$ cat src/rtl/nibble_alu_sequencer_pkg.sv
// +----------------------------------------------------------------------------+
// | nibble_alu_sequencer_pkg                                                   |
// | Shared ALU command/control types, operand sizes and sequencer states.      |
// | Revision: 1.0                                                              |
// +----------------------------------------------------------------------------+
`default_nettype none

package nibble_alu_sequencer_pkg;

   typedef enum logic [2:0] {
      ADD     = 3'd0,
      SUB     = 3'd1,
      RSHFT   = 3'd2,
      LSHFT   = 3'd3,
      BIT_AND = 3'd4,
      BIT_OR  = 3'd5,
      BIT_XOR = 3'd6,
      PASS    = 3'd7
   } AluCmd;

   typedef struct packed {
      AluCmd cmd;
      logic  carry_disable;
      logic  carry_in;
   } AluCtrl;

   typedef enum logic [1:0] {
      SIZE_8   = 2'b00,
      SIZE_16  = 2'b01,
      SIZE_32  = 2'b10,
      SIZE_32X = 2'b11
   } OpSize;

   typedef enum logic [1:0] {
      IDLE = 2'd0,
      ARM  = 2'd1,
      RUN  = 2'd2,
      DONE = 2'd3
   } SeqState;

   localparam logic [31:0] c_MASK_8  = 32'h0000_00FF;
   localparam logic [31:0] c_MASK_16 = 32'h0000_FFFF;
   localparam logic [31:0] c_MASK_32 = 32'hFFFF_FFFF;

   // The loop counts nibbles from N down to 0, so it is programmed with count-1.
   function automatic logic [2:0] size_to_nibbles(input OpSize size);
      case (size)
         SIZE_8:  return 3'd1;
         SIZE_16: return 3'd3;
         default: return 3'd7;
      endcase
   endfunction

   function automatic logic [31:0] size_mask(input OpSize size);
      case (size)
         SIZE_8:  return c_MASK_8;
         SIZE_16: return c_MASK_16;
         default: return c_MASK_32;
      endcase
   endfunction

endpackage

`default_nettype wire

$ cat src/rtl/nibble_operand_prep.sv
// +----------------------------------------------------------------------------+
// | nibble_operand_prep                                                        |
// | Combinational derivation of masked word2, sign flag, nibble count, preinit.|
// | Revision: 1.0                                                              |
// +----------------------------------------------------------------------------+
`default_nettype none

module nibble_operand_prep
   import nibble_alu_sequencer_pkg::*;
(
   input  OpSize       i_size,
   input  logic        i_signed,
   input  AluCmd       i_cmd,
   input  logic [31:0] i_word1,
   input  logic [31:0] i_word2,
   output logic [2:0]  o_nibbles_number,
   output logic [31:0] o_word2,
   output logic        o_word2_is_negative,
   output logic [31:0] o_preinit_result
);

   logic [31:0] w_word2;

   assign w_word2          = i_word2 & size_mask(i_size);
   assign o_word2          = w_word2;
   assign o_nibbles_number = size_to_nibbles(i_size);
   // Only ADD accumulates onto word1; every other command starts from zero.
   assign o_preinit_result = (i_cmd == ADD) ? i_word1 : 32'h0;

   always_comb begin
      o_word2_is_negative = 1'b0;
      case (i_size)
         SIZE_8:  o_word2_is_negative = i_signed & w_word2[7];
         SIZE_16: o_word2_is_negative = i_signed & w_word2[15];
         default: ;
      endcase
   end

endmodule

`default_nettype wire

$ cat src/rtl/nibble_alu_sequencer.sv
// +----------------------------------------------------------------------------+
// | nibble_alu_sequencer                                                       |
// | Command stage for the nibble-serial ALU loop; optional run timeout is      |
// | enabled by defining NIBBLE_SEQ_TIMEOUT_EN.                                 |
// | Revision: 1.0                                                              |
// +----------------------------------------------------------------------------+
`default_nettype none

module nibble_alu_sequencer
   import nibble_alu_sequencer_pkg::*;
#(
   parameter int RUN_TIMEOUT = 12
)
(
   input  logic        clk,
   input  logic        rst,
   input  logic        in_valid,
   output logic        in_ready,
   input  AluCmd       in_cmd,
   input  logic [1:0]  in_size,
   input  logic        in_signed,
   input  logic        in_carry_disable,
   input  logic [31:0] in_word1,
   input  logic [31:0] in_word2,
   output logic        loop_perm_to_count,
   output logic [2:0]  loop_nibbles_number,
   output AluCmd       ctrl_cmd,
   output logic        ctrl_carry_disable,
   output logic        word2_is_negative,
   output logic [31:0] word1,
   output logic [31:0] word2,
   output logic [31:0] preinit_result,
   input  logic        loop_busy,
   input  logic [31:0] loop_result,
   output logic        out_valid,
   input  logic        out_ready,
   output logic [31:0] out_result,
   output logic        out_error
);

   SeqState     r_state;
   SeqState     w_next_state;
   logic        r_run_first;
   logic        w_accept;
   logic        w_busy_done;
   logic        w_timeout;

   logic [2:0]  w_prep_nibbles;
   logic [31:0] w_prep_word2;
   logic        w_prep_negative;
   logic [31:0] w_prep_preinit;

   logic [2:0]  r_nibbles;
   AluCmd       r_cmd;
   logic        r_carry_disable;
   logic        r_negative;
   logic [31:0] r_word1;
   logic [31:0] r_word2;
   logic [31:0] r_preinit;
   logic [31:0] r_out_result;

   nibble_operand_prep u_prep (
      .i_size              (OpSize'(in_size)),
      .i_signed            (in_signed),
      .i_cmd               (in_cmd),
      .i_word1             (in_word1),
      .i_word2             (in_word2),
      .o_nibbles_number    (w_prep_nibbles),
      .o_word2             (w_prep_word2),
      .o_word2_is_negative (w_prep_negative),
      .o_preinit_result    (w_prep_preinit)
   );

   assign w_accept    = (r_state == IDLE) && in_valid;
   // loop_busy is meaningless in the first RUN cycle: the loop has only just left reset.
   assign w_busy_done = (r_state == RUN) && !r_run_first && !loop_busy;

`ifdef NIBBLE_SEQ_TIMEOUT_EN
   logic [3:0] r_run_cnt;
   logic       r_out_error;

   assign w_timeout = (r_state == RUN) && loop_busy &&
                      (r_run_cnt == 4'(RUN_TIMEOUT - 1));

   always_ff @(posedge clk or posedge rst) begin
      if (rst) begin
         r_run_cnt   <= 4'd0;
         r_out_error <= 1'b0;
      end else begin
         if (r_state == ARM)
            r_run_cnt <= 4'd0;
         else if (r_state == RUN)
            r_run_cnt <= r_run_cnt + 4'd1;
         if (w_busy_done)
            r_out_error <= 1'b0;
         else if (w_timeout)
            r_out_error <= 1'b1;
      end
   end

   assign out_error = r_out_error;
`else
   logic w_unused_timeout;

   assign w_unused_timeout = (RUN_TIMEOUT != 0);
   assign w_timeout        = 1'b0;
   assign out_error        = 1'b0;
`endif

   always_comb begin
      w_next_state = r_state;
      case (r_state)
         IDLE:    if (in_valid) w_next_state = ARM;
         ARM:     w_next_state = RUN;
         RUN:     if (w_busy_done || w_timeout) w_next_state = DONE;
         DONE:    if (out_ready) w_next_state = IDLE;
         default: w_next_state = IDLE;
      endcase
   end

   always_ff @(posedge clk or posedge rst) begin
      if (rst) begin
         r_state     <= IDLE;
         r_run_first <= 1'b0;
      end else begin
         r_state     <= w_next_state;
         r_run_first <= (r_state == ARM);
      end
   end

   always_ff @(posedge clk or posedge rst) begin
      if (rst) begin
         r_nibbles       <= 3'd0;
         r_cmd           <= ADD;
         r_carry_disable <= 1'b0;
         r_negative      <= 1'b0;
         r_word1         <= 32'h0;
         r_word2         <= 32'h0;
         r_preinit       <= 32'h0;
      end else if (w_accept) begin
         r_nibbles       <= w_prep_nibbles;
         r_cmd           <= in_cmd;
         r_carry_disable <= in_carry_disable;
         r_negative      <= w_prep_negative;
         r_word1         <= in_word1;
         r_word2         <= w_prep_word2;
         r_preinit       <= w_prep_preinit;
      end
   end

   always_ff @(posedge clk or posedge rst) begin
      if (rst)
         r_out_result <= 32'h0;
      else if (w_busy_done)
         r_out_result <= loop_result;
      else if (w_timeout)
         r_out_result <= 32'h0;
   end

   // The loop keeps counting permission through DONE so its result holds.
   assign loop_perm_to_count  = (r_state == RUN) || (r_state == DONE);
   assign in_ready            = (r_state == IDLE);
   assign out_valid           = (r_state == DONE);
   assign out_result          = r_out_result;
   assign loop_nibbles_number = r_nibbles;
   assign ctrl_cmd            = r_cmd;
   assign ctrl_carry_disable  = r_carry_disable;
   assign word2_is_negative   = r_negative;
   assign word1               = r_word1;
   assign word2               = r_word2;
   assign preinit_result      = r_preinit;

endmodule

`default_nettype wire
$ cat config.mk
export PLATFORM = sky130hd
export DESIGN_NAME = nibble_alu_sequencer
export DESIGN_NICKNAME = d
export VERILOG_FILES = /design/src/rtl/nibble_alu_sequencer_pkg.sv /design/src/rtl/nibble_operand_prep.sv /design/src/rtl/nibble_alu_sequencer.sv
export SDC_FILE = /design/constraint.sdc
export NUM_CORES = 1
export LEC_CHECK = 0
export CAP_MARGIN = 40
export CELL_PAD_IN_SITES_DETAIL_PLACEMENT = 1
export CELL_PAD_IN_SITES_GLOBAL_PLACEMENT = 1
export CORE_ASPECT_RATIO = 1.4
export CORE_UTILIZATION = 30
export CTS_CLUSTER_SIZE = 10
export DETAILED_ROUTE_END_ITERATION = 8
export PLACE_DENSITY = 0.87
export RECOVER_POWER = 100
export SLEW_MARGIN = 20
export SYNTH_ARGS = -nofsm -noshare
export SYNTH_HDL_FRONTEND = slang
export SYNTH_SLANG_ARGS = --single-unit
$ cat constraint.sdc
create_clock -name clk -period 6.25 [get_ports clk]
set_clock_uncertainty 0.05 [all_clocks]
set_input_delay 1.5625 -clock clk [delete_from_list [all_inputs] [get_ports clk]]
set_output_delay 1.5625 -clock clk [all_outputs]
set_load 0.02 [all_outputs]
## Word-level counts from Yosys, hierarchy flattened

Cells that the tools add are included.

| word-level totals | value |
|---|---|
| logic and storage cells | 38 |
| output and inout bits | 140 |
| register bits | 139 |
| input port bits | 108 |

| cells by class | value |
|---|---|
| eq/ne operators | 7 |
| mux-type cells | 8 |
| reductions and logical operators | 10 |
| bitwise logic cells | 3 |

Operator list:

| kind | count |
|---|---|
| case mux 32 bit (2 select lines) | 1 |
| AND 32 bit | 1 |
| 2-to-1 mux 32 bit | 1 |
| case mux 2 bit (4 select lines) | 1 |
| 2-to-1 mux 2 bit | 3 |
| case mux 3 bit (2 select lines) | 1 |
| == test 2 x 1 -> 1 bit, second input constant | 2 |
| == test 2 bit, second input constant | 2 |
| logical NOT 2 bit | 2 |
| inequality test 2 bit, second input constant | 2 |
| logical AND 1 bit | 3 |
| logical NOT 3 bit | 1 |
| AND reduction 3 bit | 1 |
| AND 1 bit | 2 |
| logical NOT 1 bit | 2 |
| inequality test 2 x 1 -> 1 bit, second input constant | 1 |
| case mux 1 bit (2 select lines) | 1 |
| logical OR 1 bit | 1 |

## Longest topological paths before layout

Gate-level depths: netlist (run 1).

| depth | value |
|---|---|
| word-level depth | 5 |
| mapped depth | 7 |
| depth with buffers taken out | 5 |

## Hierarchy

A second synthesis (run 1) with hierarchy kept.

| unflattened totals | value |
|---|---|
| cell total of the unflattened synthesis | 386 |
| area, all modules | 6043.3 µm² |

By module, submodules not included:

| module | instances | area an instance (µm²) | seq. area each (µm²) | cells each |
|---|---|---|---|---|
| nibble_alu_sequencer | 1 | 5535.3 | 3478.3 | 310 |
| nibble_operand_prep | 1 | 508.0 | 0.0 | 76 |

## Worst setup path after synthesis (run 1)

No wires, ideal clock.

| timing path | value |
|---|---|
| path kind | reg2out |
| start | register r_state[0] |
| end | output port loop_perm_to_count |
| cell stages (with the launch flop) | 3 |
| arrival | 1.024 ns |
| data required time | 4.637 ns |
| buffers on the path | 0 |
| slack | 3.613 ns |
| cells stage by stage | dfrtp_1 ha_1 or2_2 |

| on the way | value |
|---|---|
| longest elaborated chain between the ends | 2 |
| elaborated cells on any way between the ends | 3 |
| classes of those cells | 2 x eq/ne; 1 x reduce/logical |

RTL lines:

| item | RTL line | text |
|---|---|---|
| start, declared | nibble_alu_sequencer.sv:41 | `SeqState r_state;` |
| start signal, assigned | nibble_alu_sequencer.sv:126 | `r_state <= w_next_state;` |
| == test 2 bit | - |  |
| named net out_valid | nibble_alu_sequencer.sv:35 | `output logic out_valid,` |
| logical OR 1 bit | nibble_alu_sequencer.sv:161 | `assign loop_perm_to_count = (r_state == RUN) \|\| (r_state == DONE);` |
| end, declared | nibble_alu_sequencer.sv:25 | `output logic loop_perm_to_count,` |

The timed path passes the listed nets, and every way through them passes these cells.

## Final worst setup path (run 1)

| timing path | value |
|---|---|
| start | input port in_valid |
| end | register r_word2[12], in the netlist word2[12] |

| on the way | value |
|---|---|
| longest elaborated chain between the ends | 1 |

RTL lines:

| item | RTL line | text |
|---|---|---|
| start, declared | nibble_alu_sequencer.sv:17 | `input logic in_valid,` |
| logical AND 1 bit | nibble_alu_sequencer.sv:74 | `assign w_accept = (r_state == IDLE) && in_valid;` |
| end signal, assigned | nibble_alu_sequencer.sv:146 | `r_word2 <= w_prep_word2;` |
| end, declared | nibble_alu_sequencer.sv:58 | `logic [31:0] r_word2;` |

Every way passes these cells.
A chain may end at the register's enable or synchronous reset.

==> reports/qor_table.md, run 1 <==
| Metric | This run | Unit |
| --- | --- | --- |
| Met3 Track Usage GR | 4.16 | % |
| Least-Margin Pin Slew | 2.80 | ns |
| First-iteration detailed-routing DRC count | 199 | - |
| Part of the total power dissipated in the clock network | 24.0 | % |
| Number of cells on the worst hold path | 2 | - |
| Via density | 4.52 | - |
| Register clock-pin slew on the reported worst setup and hold paths | 0.06 | ns |
| Most common cell in the synthesized netlist | nand2_1 | - |
| Routed WL per cell | 17.2 | µm |
| Clock tree from TritonCTS | built | - |
| Synthesized netlist cell count | 483 | - |
| CP Data Required Time | 6.55 | ns |
| Count of buffers added by post-CTS timing repair for setup | 0 | - |
| Final cycle utilization of the critical path | 68.8 | % |
| Sort of element at the start of the critical path | input pin | - |
| Core utilization of the finished layout | 49.4 | % |
| Global-route usage over all layers | 19.2 | % |
| Most instantiated cells after synthesis | nand2_1 (201), dfrtp_1 (139), mux2_2 (31), o21ai_0 (31), nand3_1 (16) | - |
| Layout-stage area growth over the synthesis result | 61.5 | % |
| Initial standard-cell utilization of the core | 30.6 | % |
| Share of total power in sequential cells | 33.8 | % |
| H-tree depth | 4 | - |
| Ant diodes | 0 | - |
| VDD IR-drop max | 0.171 | mV |
| Post-route worst setup slack | 1.95 | ns |
| Nature of the critical path endpoint | flip-flop | - |
| Fraction of final layout cells sized beyond drive strength 1 | 9.47 | % |
| # Max-Cap Violations | 3 | - |
| Final critical path time including I/O delays and setup | 4.30 | ns |
| Final-report setup violation count | 0 | - |
| Master cell of the clock root buffer | clkbuf_16 | - |
| Async set-reset flop share out of synthesis | 100 | % |
| Post-cts resize count | 0 | - |
| Remaining global-route overflow | 0 | - |
| Initial antenna violation count | 0 | - |
| Power dissipated by switching net loads | 1.59 | mW |
| Maximum number of pins on one net before global-route repair | 62 | - |
| Die ar. | 0.0181 | mm² |
| CORE AREA | 0.0173 | mm² |
| Met1 track demand over resource in global routing | 19.5 | % |
| Worst r2r path cells | 5 | - |
| Post-synthesis register bit count | 139 | - |
| Detailed-route wire length | 16800 | µm |
| Latest clock arrival within the worst-skew pair | 0.41 | ns |
| Post-route insts no fill | 975 | - |
| Global route hottest layer | met2 | - |
| Post-route DRC violation count | 0 | - |
| Average footprint of a synthesized cell | 10.9 | µm² |
| Die span in x | 114 | µm |
| First-pass GRT wire length | 26100 | µm |
| First-pass detailed-route iteration total | 4 | - |
| Hold Fails Final Rpt | 0 | - |
| Failing checks | max-capacitance violations, max-slew violations | - |
| Number of CTS-inserted buffers | 17 | - |
| Count of unique library cells instantiated by Yosys | 29 | - |
| TritonCTS Sinks | 139 | - |
| Worst-case hold path end point | word2[22]$_DFFE_PP0P_ | - |
| Met2 layer usage reported by global route | 36.3 | % |
| Max Root-Sink Buffers | 2 | - |
| Worst hold path type | flip-flop to flip-flop | - |
| Area leader, netlist | dfrtp_1 | - |
| Setup total negative slack | 0 | ns |
| Number of enable flip-flop cells after synthesis | 0 | - |
| Vias in the first global route | 4778 | - |
| Worst slew margin relative to its limit | -87.4 | % |
| Endpoint of the worst-slack reg-to-reg timing path | word2[12]$_DFFE_PP0P_ | - |
| Post-route ant nets | 0 | - |
| Sw Share | 37.1 | % |
| Register area share after synthesis | 66.0 | % |
| FF-to-FF setup slack | 2.97 | ns |
| Synth top area cells | dfrtp_1 (66%), nand2_1 (14%), mux2_2 (6.6%), o21ai_0 (2.9%), nand3_1 (1.5%) | - |
| Most instantiated flip-flop cell in the synthesis netlist | dfrtp_1 | - |
| Total Nets Final | 839 | - |
| Power density normalized to cell area | 505 | mW/mm² |
| Final Total Pwr | 4.30 | mW |
| Worst-case setup slack after placement | 2.63 | ns |
| Internal Pwr Total | 2.71 | mW |
| Logic gate share of total power | 42.2 | % |
| Number of placed instances, taps included | 943 | - |
| Top-area cell type share of the netlist area | 66.0 | % |
| Post-Synthesis Cell Area | 0.00527 | mm² |
| Outcome | finished, violations left | - |
| Peak fanout along the critical path | 56 | - |
| Maximum operating frequency | 0.232 | GHz |
| Max-slew violation count | 152 | - |
| Leakage power summed over all cells | 4.11 | nW |
| Number of placed I/O pins | 248 | - |
| Port bufs | 246 | - |
| Setup repair after global routing missed its margin | no | - |
| Detail Placement HPWL | 12100 | µm |
| FP Rows | 57 | - |
| GP Congestion | 0.756 | - |
| Die span in y | 159 | µm |
| Start of the worst register-to-register path | r_state[0]$_DFFE_PP0P_ | - |
| Synth Net Count | 596 | - |
| Cts-stage hold buffer count | 0 | - |
| Worst hold start | word2[22]$_DFFE_PP0P_ | - |
| Arrival time worst endpoint | 4.60 | ns |
| Yosys warning count | 0 | - |
| Via Count | 4404 | - |
| Kind of critical path | input pin to flip-flop | - |
cell type report:
| type | instances | area (µm²) |
|---|---|---|
| fillers | 1895 | 8740 |
| flip-flops and latches | 139 | 3480 |
| clock buffers | 22 | 464 |
| well taps | 236 | 295 |
| multi-input cells | 311 | 1620 |
| inverters | 6 | 23.8 |
| clock inverters | 10 | 140 |
| repair buffers | 251 | 2500 |
flip-flops by register name (all words and copies together) (netlist names):
register	flops
ctrl_carry_disable	1
r_state	2
word2_is_negative	1
preinit_result	32
word2	32
out_result	32
word1	32
r_run_first	1
ctrl_cmd	3
loop_nibbles_number	3
metal layers:
layer / share of wire, % / up-vias
met5: 0 / -
met2: 56 / 151
met4: 2.8 / 0
li1: - / 2049
met1: 36 / 2174
met3: 5.1 / 30
worst max-delay path by stage:
stage	cells past startpoint	end	start
after floorplan	1	ctrl_carry_disable$_DFFE_PP0P_	rst
after global routing	4	word2[14]$_DFFE_PP0P_	in_valid
final	4	word2[12]$_DFFE_PP0P_	in_valid
after global placement	5	preinit_result[30]$_DFFE_PP0P_	in_valid
after detailed placement	5	preinit_result[17]$_DFFE_PP0P_	in_valid
after CTS	4	loop_perm_to_count	r_state[0]$_DFFE_PP0P_
power by group through the flow:
stage | combinational [mW] | clock (mW) | sequential (mW)
after floorplan | 0.544 | 0 | 1.90
after global placement | 1.91 | 0 | 1.46
after detailed placement | 1.97 | 0 | 1.49
after CTS | 1.98 | 1.06 | 1.48
after global routing | 1.95 | 1.09 | 1.50
final | 1.81 | 1.03 | 1.45
placed cells by master (no fill, tap or decap), types with 2 or more instances in the layout:
master	n
a22o_1	8
buf_4	4
bufinv_16	3
clkbuf_1	4
clkbuf_16	17
clkbuf_8	2
clkdlybuf4s50_1	104
clkinv_2	3
clkinv_4	3
dfrtp_1	139
dlygate4sd3_1	142
ha_1	5
inv_1	5
mux2_1	2
mux2_2	31
nand2_1	201
nand3_1	16
nor2_1	2
o21ai_0	33
or2_2	2
stage by stage:
stage,hold slack [ns],instance area [µm²]
final,0.406,8520
after global routing,0.433,8520
after CTS,0.418,8540
after detailed placement,0.405,7930
after global placement,0.400,7930
after floorplan,0.469,5270
worst max-delay path, cell delays in order:
cell and delay (ns):
dlygate4sd3_1 0.62, nand2_1 1.08, nor2_1 1.05, a22o_1 0.25
kinds of logic after synthesis:
logic type	Yosys count	synth area share (%)
compound gates	46	5.22
fa+ha+maj	5	1.19
buf+inv	33	3.27
flops	139	66.0
mux	34	7.24
other cells	1	0.0711
simple gates	225	17.1
No activity file was read; power rests on OpenSTA's default activity.
==> inputs of run 2 (changes only) <==
==> constraint.sdc (replaced) <==
create_clock -name clk -period 4.15 [get_ports clk]
set_clock_uncertainty 0.05 [all_clocks]
set_input_delay 1.0375 -clock clk [delete_from_list [all_inputs] [get_ports clk]]
set_output_delay 1.0375 -clock clk [all_outputs]
set_load 0.02 [all_outputs]
==> run 2 against run 1 <==
  * The flow still finishes with violations (max-capacitance violations, max-slew violations)
  * Combinational power is 51% higher
  * Non-clock buffer count is 3 higher
  * Global-route usage hardly changed
  * Sequential power is 50% higher
==> reports/qor_table.md, run 2 (synthesis gave the netlist of run 1 again) <==
| Metric | This run | Unit | vs previous |
| --- | --- | --- | --- |
| Port bufs | 246 | - | unchanged |
| Start of the worst register-to-register path | r_state[0]$_DFFE_PP0P_ | - |  |
| Nature of the critical path endpoint | flip-flop | - |  |
| Hold Fails Final Rpt | 0 | - | unchanged |
| Maximum number of pins on one net before global-route repair | 73 | - | +18% |
| Global route hottest layer | met2 | - |  |
| Logic gate share of total power | 42.9 | % | +0.7 points |
| FP Rows | 57 | - | unchanged |
| Cts-stage hold buffer count | 0 | - | unchanged |
| Post-route insts no fill | 977 | - | +0.21% |
| Filler cell count | 1892 | - | -0.16% |
| First-pass GRT wire length | 26200 | µm | +0.13% |
| Sw Share | 37.3 | % | +0.21 points |
| Failing checks | max-capacitance violations, max-slew violations | - |  |
| Count of buffers added by post-CTS timing repair for setup | 0 | - | unchanged |
| Master cell of the clock root buffer | clkbuf_16 | - |  |
| Worst r2r path cells | 6 | - | +1 |
| # Max-Cap Violations | 2 | - | -1 |
| Met1 track demand over resource in global routing | 19.8 | % | +0.35 points |
| Least-Margin Pin Slew | 1.74 | ns | -1.06 ns |
| Initial antenna violation count | 0 | - | unchanged |
| Final-report setup violation count | 0 | - | unchanged |
| Die ar. | 0.0181 | mm² | unchanged |
| Share of total power in sequential cells | 34.4 | % | +0.6 points |
| Part of the total power dissipated in the clock network | 22.7 | % | -1.3 points |
| VDD IR-drop max | 0.281 | mV | +64% |
| First-pass detailed-route iteration total | 4 | - | unchanged |
| Fraction of final layout cells sized beyond drive strength 1 | 9.04 | % | -0.43 points |
| Endpoint of the worst-slack reg-to-reg timing path | preinit_result[26]$_DFFE_PP0P_ | - |  |
| Outcome | finished, violations left | - |  |
| Post-route ant nets | 0 | - | unchanged |
| Layout Cell Area excl Fill | 0.00850 | mm² | -0.21% |
| Via Count | 4437 | - | +0.75% |
| Final Total Pwr | 6.35 | mW | +48% |
| Max Root-Sink Buffers | 2 | - | unchanged |
| Post-route DRC violation count | 0 | - | unchanged |
| Number of CTS-inserted buffers | 17 | - | unchanged |
| Highest-count cells in the layout ignoring fill and taps | nand2_1 (200), dlygate4sd3_1 (142), dfrtp_1 (139) | - |  |
| Detailed-route wire length | 16600 | µm | -1.1% |
| CP Data Required Time | 4.41 | ns | -2.14 ns |
| Number of placed I/O pins | 248 | - | unchanged |
| Power density normalized to cell area | 747 | mW/mm² | +48% |
| Ant diodes | 0 | - | unchanged |
| Final critical path time including I/O delays and setup | 3.39 | ns |  |
| Routed WL per cell | 17.0 | µm | -1.3% |
| Post-cts resize count | 0 | - | unchanged |
| Number of cells on the worst hold path | 2 | - | unchanged |
| Maximum operating frequency | 0.295 | GHz |  |
| Met2 layer usage reported by global route | 34.7 | % | -1.5 points |
| Instance area after placement | 0.00798 | mm² | +0.58% |
| Leakage power summed over all cells | 4.09 | nW | -0.49% |
| Detail Placement HPWL | 12200 | µm | +0.66% |
| Global-route usage over all layers | 19.2 | % | about the same |
| GP Congestion | 0.785 | - | +3.9% |
| Worst slew margin relative to its limit | -15.9 | % | +72 points |
| Setup total negative slack | 0 | ns | unchanged |
| Core utilization of the finished layout | 49.3 | % | -0.10 points |
| Worst-case hold path end point | word2[22]$_DFFE_PP0P_ | - |  |
| Peak fanout along the critical path | 32 | - | -43% |
| Total Nets Final | 842 | - | +0.36% |
| FF-to-FF setup slack | 1.23 | ns | -1.74 ns |
| Initial standard-cell utilization of the core | 30.6 | % | unchanged |
| Number of placed instances, taps included | 946 | - | +0.32% |
| Met3 Track Usage GR | 5.08 | % | +0.92 points |
| Most common cell after layout, fill and taps aside | nand2_1 | - |  |
| Layout-stage area growth over the synthesis result | 61.2 | % |  |
| Remaining global-route overflow | 0 | - | unchanged |
| Kind of critical path | input pin to flip-flop | - |  |
| Worst hold path type | flip-flop to flip-flop | - |  |
| Register clock-pin slew on the reported worst setup and hold paths | 0.06 | ns | about the same |
| Vias in the first global route | 4831 | - | +1.1% |
| H-tree depth | 4 | - | unchanged |
| Arrival time worst endpoint | 3.64 | ns | -0.96 ns |
| Latest clock arrival within the worst-skew pair | 0.41 | ns | about the same |
| Setup repair after global routing missed its margin | no | - |  |
| Die span in x | 114 | µm | unchanged |
| Sort of element at the start of the critical path | input pin | - |  |
| Power dissipated by switching net loads | 2.37 | mW | +48% |
| CORE AREA | 0.0173 | mm² | unchanged |
| Max-slew violation count | 70 | - | -54% |
| Die span in y | 159 | µm | unchanged |
| First-iteration detailed-routing DRC count | 191 | - | -4.0% |
| Internal Pwr Total | 3.98 | mW | +47% |
| TritonCTS Sinks | 139 | - | unchanged |
| Worst hold start | word2[22]$_DFFE_PP0P_ | - |  |
| Clock tree from TritonCTS | built | - |  |
| Final cycle utilization of the critical path | 81.6 | % |  |
| Via density | 4.54 | - | +0.54% |
run 2: cell types whose count changed in the layout (fill, tap and decap cells not counted), sizes merged:
cell,delta
buf,-1
bufinv,-2
clkbuf,+7
clkinv,-4
clkinvlp,+3
inv,-1
run 2: final cells by class:
cell class                 count  area (µm²)  share of cell area, %
clock buffer                  25         495                   5.83
clock inverter                 6        62.6                  0.736
inverter                       6        23.8                  0.280
tap                          236         295                   3.47
timing repair buffer         254        2530                   29.8
sequential                   139        3480                   40.9
multi-input combinational    311        1620                   19.0
run 2: layer usage:
metal,part of all wire [%],vias up
li1,-,2050
met1,36,2186
met2,55,163
met3,5.8,38
met4,3.4,0
met5,0,-
run 2: power by group through the flow:
stage / Sequential (mW) / Clock, mW / Combinational (mW)
after floorplan: 2.86 / 0 / 0.820
after global placement: 2.20 / 0 / 2.90
after detailed placement: 2.24 / 0 / 2.97
after CTS: 2.22 / 1.48 / 2.99
after global routing: 2.26 / 1.53 / 2.93
final: 2.18 / 1.44 / 2.73
run 2: worst max path at each step:
stage / cells past startpoint / endpoint / start
finish: 5 / preinit_result[26]$_DFFE_PP0P_ / in_valid
global route: 5 / word1[19]$_DFFE_PP0P_ / in_valid
CTS: 4 / loop_perm_to_count / r_state[0]$_DFFE_PP0P_
detailed placement: 5 / preinit_result[26]$_DFFE_PP0P_ / in_valid
global placement: 5 / preinit_result[1]$_DFFE_PP0P_ / in_valid
floorplan: 1 / ctrl_carry_disable$_DFFE_PP0P_ / rst
run 2: worst max-delay path, cell delays in order:
cell and delay (ns):
dlygate4sd3_1 0.64, and2_0 1.32, buf_12 0.30, nand2_1 0.11, o21ai_0 0.21
run 2: metrics by stage:
| stage | worst slack [ns] | hold slack [ns] |
|---|---|---|
| after floorplan | 1.33 | 0.469 |
| after global placement | 1.25 | 0.400 |
| after detailed placement | 1.11 | 0.405 |
| after CTS | 1.04 | 0.421 |
| after global routing | 0.520 | 0.435 |
| final | 0.764 | 0.411 |
==> variant 1, RTL diff (config.mk and constraints of run 2) <==
Build with the macro `NIBBLE_SEQ_TIMEOUT_EN` defined.
--- a/src/rtl/nibble_alu_sequencer.sv
+++ b/src/rtl/nibble_alu_sequencer.sv
@@ -5,6 +5,8 @@
 // | Revision: 1.0                                                              |
 // +----------------------------------------------------------------------------+
 `default_nettype none
+
+`define NIBBLE_SEQ_TIMEOUT_EN
 
 module nibble_alu_sequencer
    import nibble_alu_sequencer_pkg::*;
Behaviour: no difference found for any inputs over 10 cycles, from zero or initial values and one cycle with rst high; that may be too few to reach the edited logic, so the function may still have changed.
==> variant 1 against run 2 <==
Worst setup slack lost 0.082 ns; fmax decreased by 2.4%; sequential cell count up 5; the flow still finishes with violations (capacitance limit, slew limit); highest routed layer unchanged; cell area grew 2.8%; synthesized area increased by 3.7%; routed wire length grew 3.5%; power grew 6.2%.
==> variant 1: results <==
[finish]
drive_above_1_share = 0.0602
buffer_area_frac = 0.291
clkCellAreaFrac = 0.0702
area_growth_syn_to_layout_pct = 59.8
final_cells = 1005

[pwr]
pwr-share-seq = 0.340
power.clock.fraction = 0.237

[status]
failed_checks = "capacitance limit, slew limit"
status = "finished with violations"

[grt]
grtUsageMet2 = 0.324
gr-usage-met3 = 0.0590
grt_pass1_vias = 5059
globalRouteMet1Util = 0.223
grt_antenna_before_repair = 1

[worst_setup_path]
crit_path_max_fanout = 54
cpMaxStageDelayCell = "nand2_1"

[route]
drt-initial-drc-count = 179

[sta]
slew_viol_final = 54
whs_ns = 0.409
tightest_slew_ns = 1.92

[floorplan]
row_count = 58

[place]
post_dp_cell_area_um2 = 8160
io_buffers = 247
dp.cells = 973
dpl.hpwl_mm = 12.1
place.gp.congestion = 0.761

[job]
drv_cap = 1

[synth]
synthTopCellsByCount = "nand2_1 (203), dfrtp_1 (144), a22o_1 (40)"

[clocking]
cts.sinks = 144
## variant 1: worst reg2reg max path, cell delays in order (launching register included)
cell and delay [ns]:
dfrtp_1 0.41, inv_1 0.11, ha_1 0.25, nand2_1 1.10
nor2_2 0.81, a22o_1 0.22
## variant 1: cell families (layout without fill, tap and decap cells)
| group | after synthesis | count (layout) | synth area share |
|---|---|---|---|
| buffers and inverters | 36 | 291 | 0.0366 |
| DFF | 144 | 144 | 0.659 |
| adders and majority gates | 5 | 5 | 0.0114 |
| other | 0 | 1 | 0 |
| and+or+nand+nor | 237 | 237 | 0.176 |
| AOI/OAI and AO/OA | 84 | 84 | 0.111 |
| muxes | 3 | 3 | 0.00641 |
## variant 1: worst paths after layout
kind | endpoint | from | cells past startpoint
hold reg to reg | word2[23] | word2[23] | 2
max in group asynchronous | word2[9] | rst | 3
hold / removal | word2[23] | word2[23] | 2
setup / recovery | word2[9] | in_valid | 4
min in group asynchronous | word1[2] | rst | 2
setup reg to reg | word2[9] | r_state[0] | 5
==> variant 2, RTL diff (settings of run 2) <==
Without the edit above. Register the output `loop_perm_to_count`, without a reset; this adds one clock of latency there. The other outputs are not delayed to match.
--- a/src/rtl/nibble_alu_sequencer.sv
+++ b/src/rtl/nibble_alu_sequencer.sv
@@ -158,7 +158,9 @@
    end
 
    // The loop keeps counting permission through DONE so its result holds.
-   assign loop_perm_to_count  = (r_state == RUN) || (r_state == DONE);
+   always_ff @(posedge clk) begin
+      loop_perm_to_count <= (r_state == RUN) || (r_state == DONE);
+   end
    assign in_ready            = (r_state == IDLE);
    assign out_valid           = (r_state == DONE);
    assign out_result          = r_out_result;
Formal check against the unedited RTL: not equivalent (Yosys sat finds a counterexample within 4 cycles, from zero or initial values and one cycle with rst high).
==> variant 2 against run 2 <==
The flow still finishes with violations (capacitance limit, slew limit); sequential cell count grew 1; cell count up 0.10%; die area rose by 0.37%; power grew 2.6%; combinational power barely moved; cell area up 1.1%; routed wire length fell by 2.2%; worst setup slack improved by 0.11 ns; synthesized area rose by 0.38%; via count barely moved; count of clock-buffer cells in the layout decreased by 4.
==> variant 2: results <==
[worst_setup_path]
crit_path_max_incr_delay_ns = 1.27
worst_r2r_endpoint = "out_result[17]"
cp.arrival_ns = 3.52
cpMaxStageDelayCell = "clkbuf_1"
r2r_slack_ns = 1.30
setup.worst_path.start = "loop_busy"

[route]
finalWirelength_mm = 16.2
via_per_inst = 4.54
drt-initial-drc-count = 192

[finish]
final_cells = 978
fill_cells = 1889

[grt]
grt.total_usage = 0.188
grt_pass1_wl_mm = 26.0
grt_pass1_vias = 4903
grt_max_degree = 57

[synth]
synth.avg_cell_area_um2 = 10.9
synth_compound_gate_area_share = 0.0520
seq_area_frac_synth = 0.661
ys_async_sr_fraction = 0.993
muxShareOfSynthArea = 0.0721
synth.net_count = 597
synth.distinct_cells = 30

[place]
place.gp.congestion = 0.767
dp_slack_ns = 1.23

[pwr]
p_leak_uw = 0.00414
irDropWorstVdd_uv = 267

[status]
status = "finished with violations"
failed_checks = "capacitance limit, slew limit"

[hold_path]
min-delay-start = "word2[25]"

[job]
drv_cap = 2

[sta]
slew_viol_final = 59
## variant 2: changes by cell type after synthesis, sizes merged
cell,run 2,this run
dfxtp,0,1
## variant 2: final cells by class
class	count	area share
tap	236	0.0344
clock inverter	11	0.0194
clock buffer	21	0.0536
multi-input combinational	311	0.189
sequential	140	0.407
timing repair buffer	253	0.294
inverter	6	0.00277
## variant 2: cells by family (layout without fill, tap and decap cells)
kind of cell             count (synthesis)  count (layout)
other                                    1               1
AND/OR/NAND/NOR                        225             225
multiplexers                            34              34
buffers and inverters                   33             291
adder cells (fa/ha/maj)                  5               5
AO/OA/AOI/OAI                           46              46
flip-flops                             140             140
## variant 2: worst min path at each step
stage                        to
global placement      word2[26]
detailed placement    word2[25]
floorplan           r_run_first
global route          word1[17]
finish                word2[25]
CTS                   word2[31]
## variant 2: per-stage QoR
step / hold WS (ns) / util / area [um^2] / total power [uW]
floorplan: 0.469 / - / 5300 / 3690
global placement: 0.400 / 0.462 / 8000 / 5100
detailed placement: 0.411 / 0.462 / 8000 / 5200
CTS: 0.423 / 0.498 / 8630 / 6850
global route: 0.439 / 0.496 / 8590 / 6900
finish: 0.413 / 0.496 / 8590 / 6510
## variant 2: critical path: cells and delay by family
kind	cells	cell delay [ns]
and+or+nand+nor	1	0.17
buffers and inverters	2	1.85
muxes	1	0.45
## variant 2: metal layers
metal | part of all wire | track usage | vias up
li1 | - | - | 2053
met1 | 0.36 | 0.194 | 2212
met2 | 0.55 | 0.345 | 146
met3 | 0.054 | 0.0541 | 28
met4 | 0.030 | 0.0880 | 0
met5 | 0 | 0 | -
## variant 2: report_power, final
| group | internal (uW) | switching [uW] | total (uW) |
|---|---|---|---|
| logic | 1200 | 1520 | 2720 |
| clock network | 1040 | 566 | 1600 |
| registers | 1920 | 269 | 2190 |
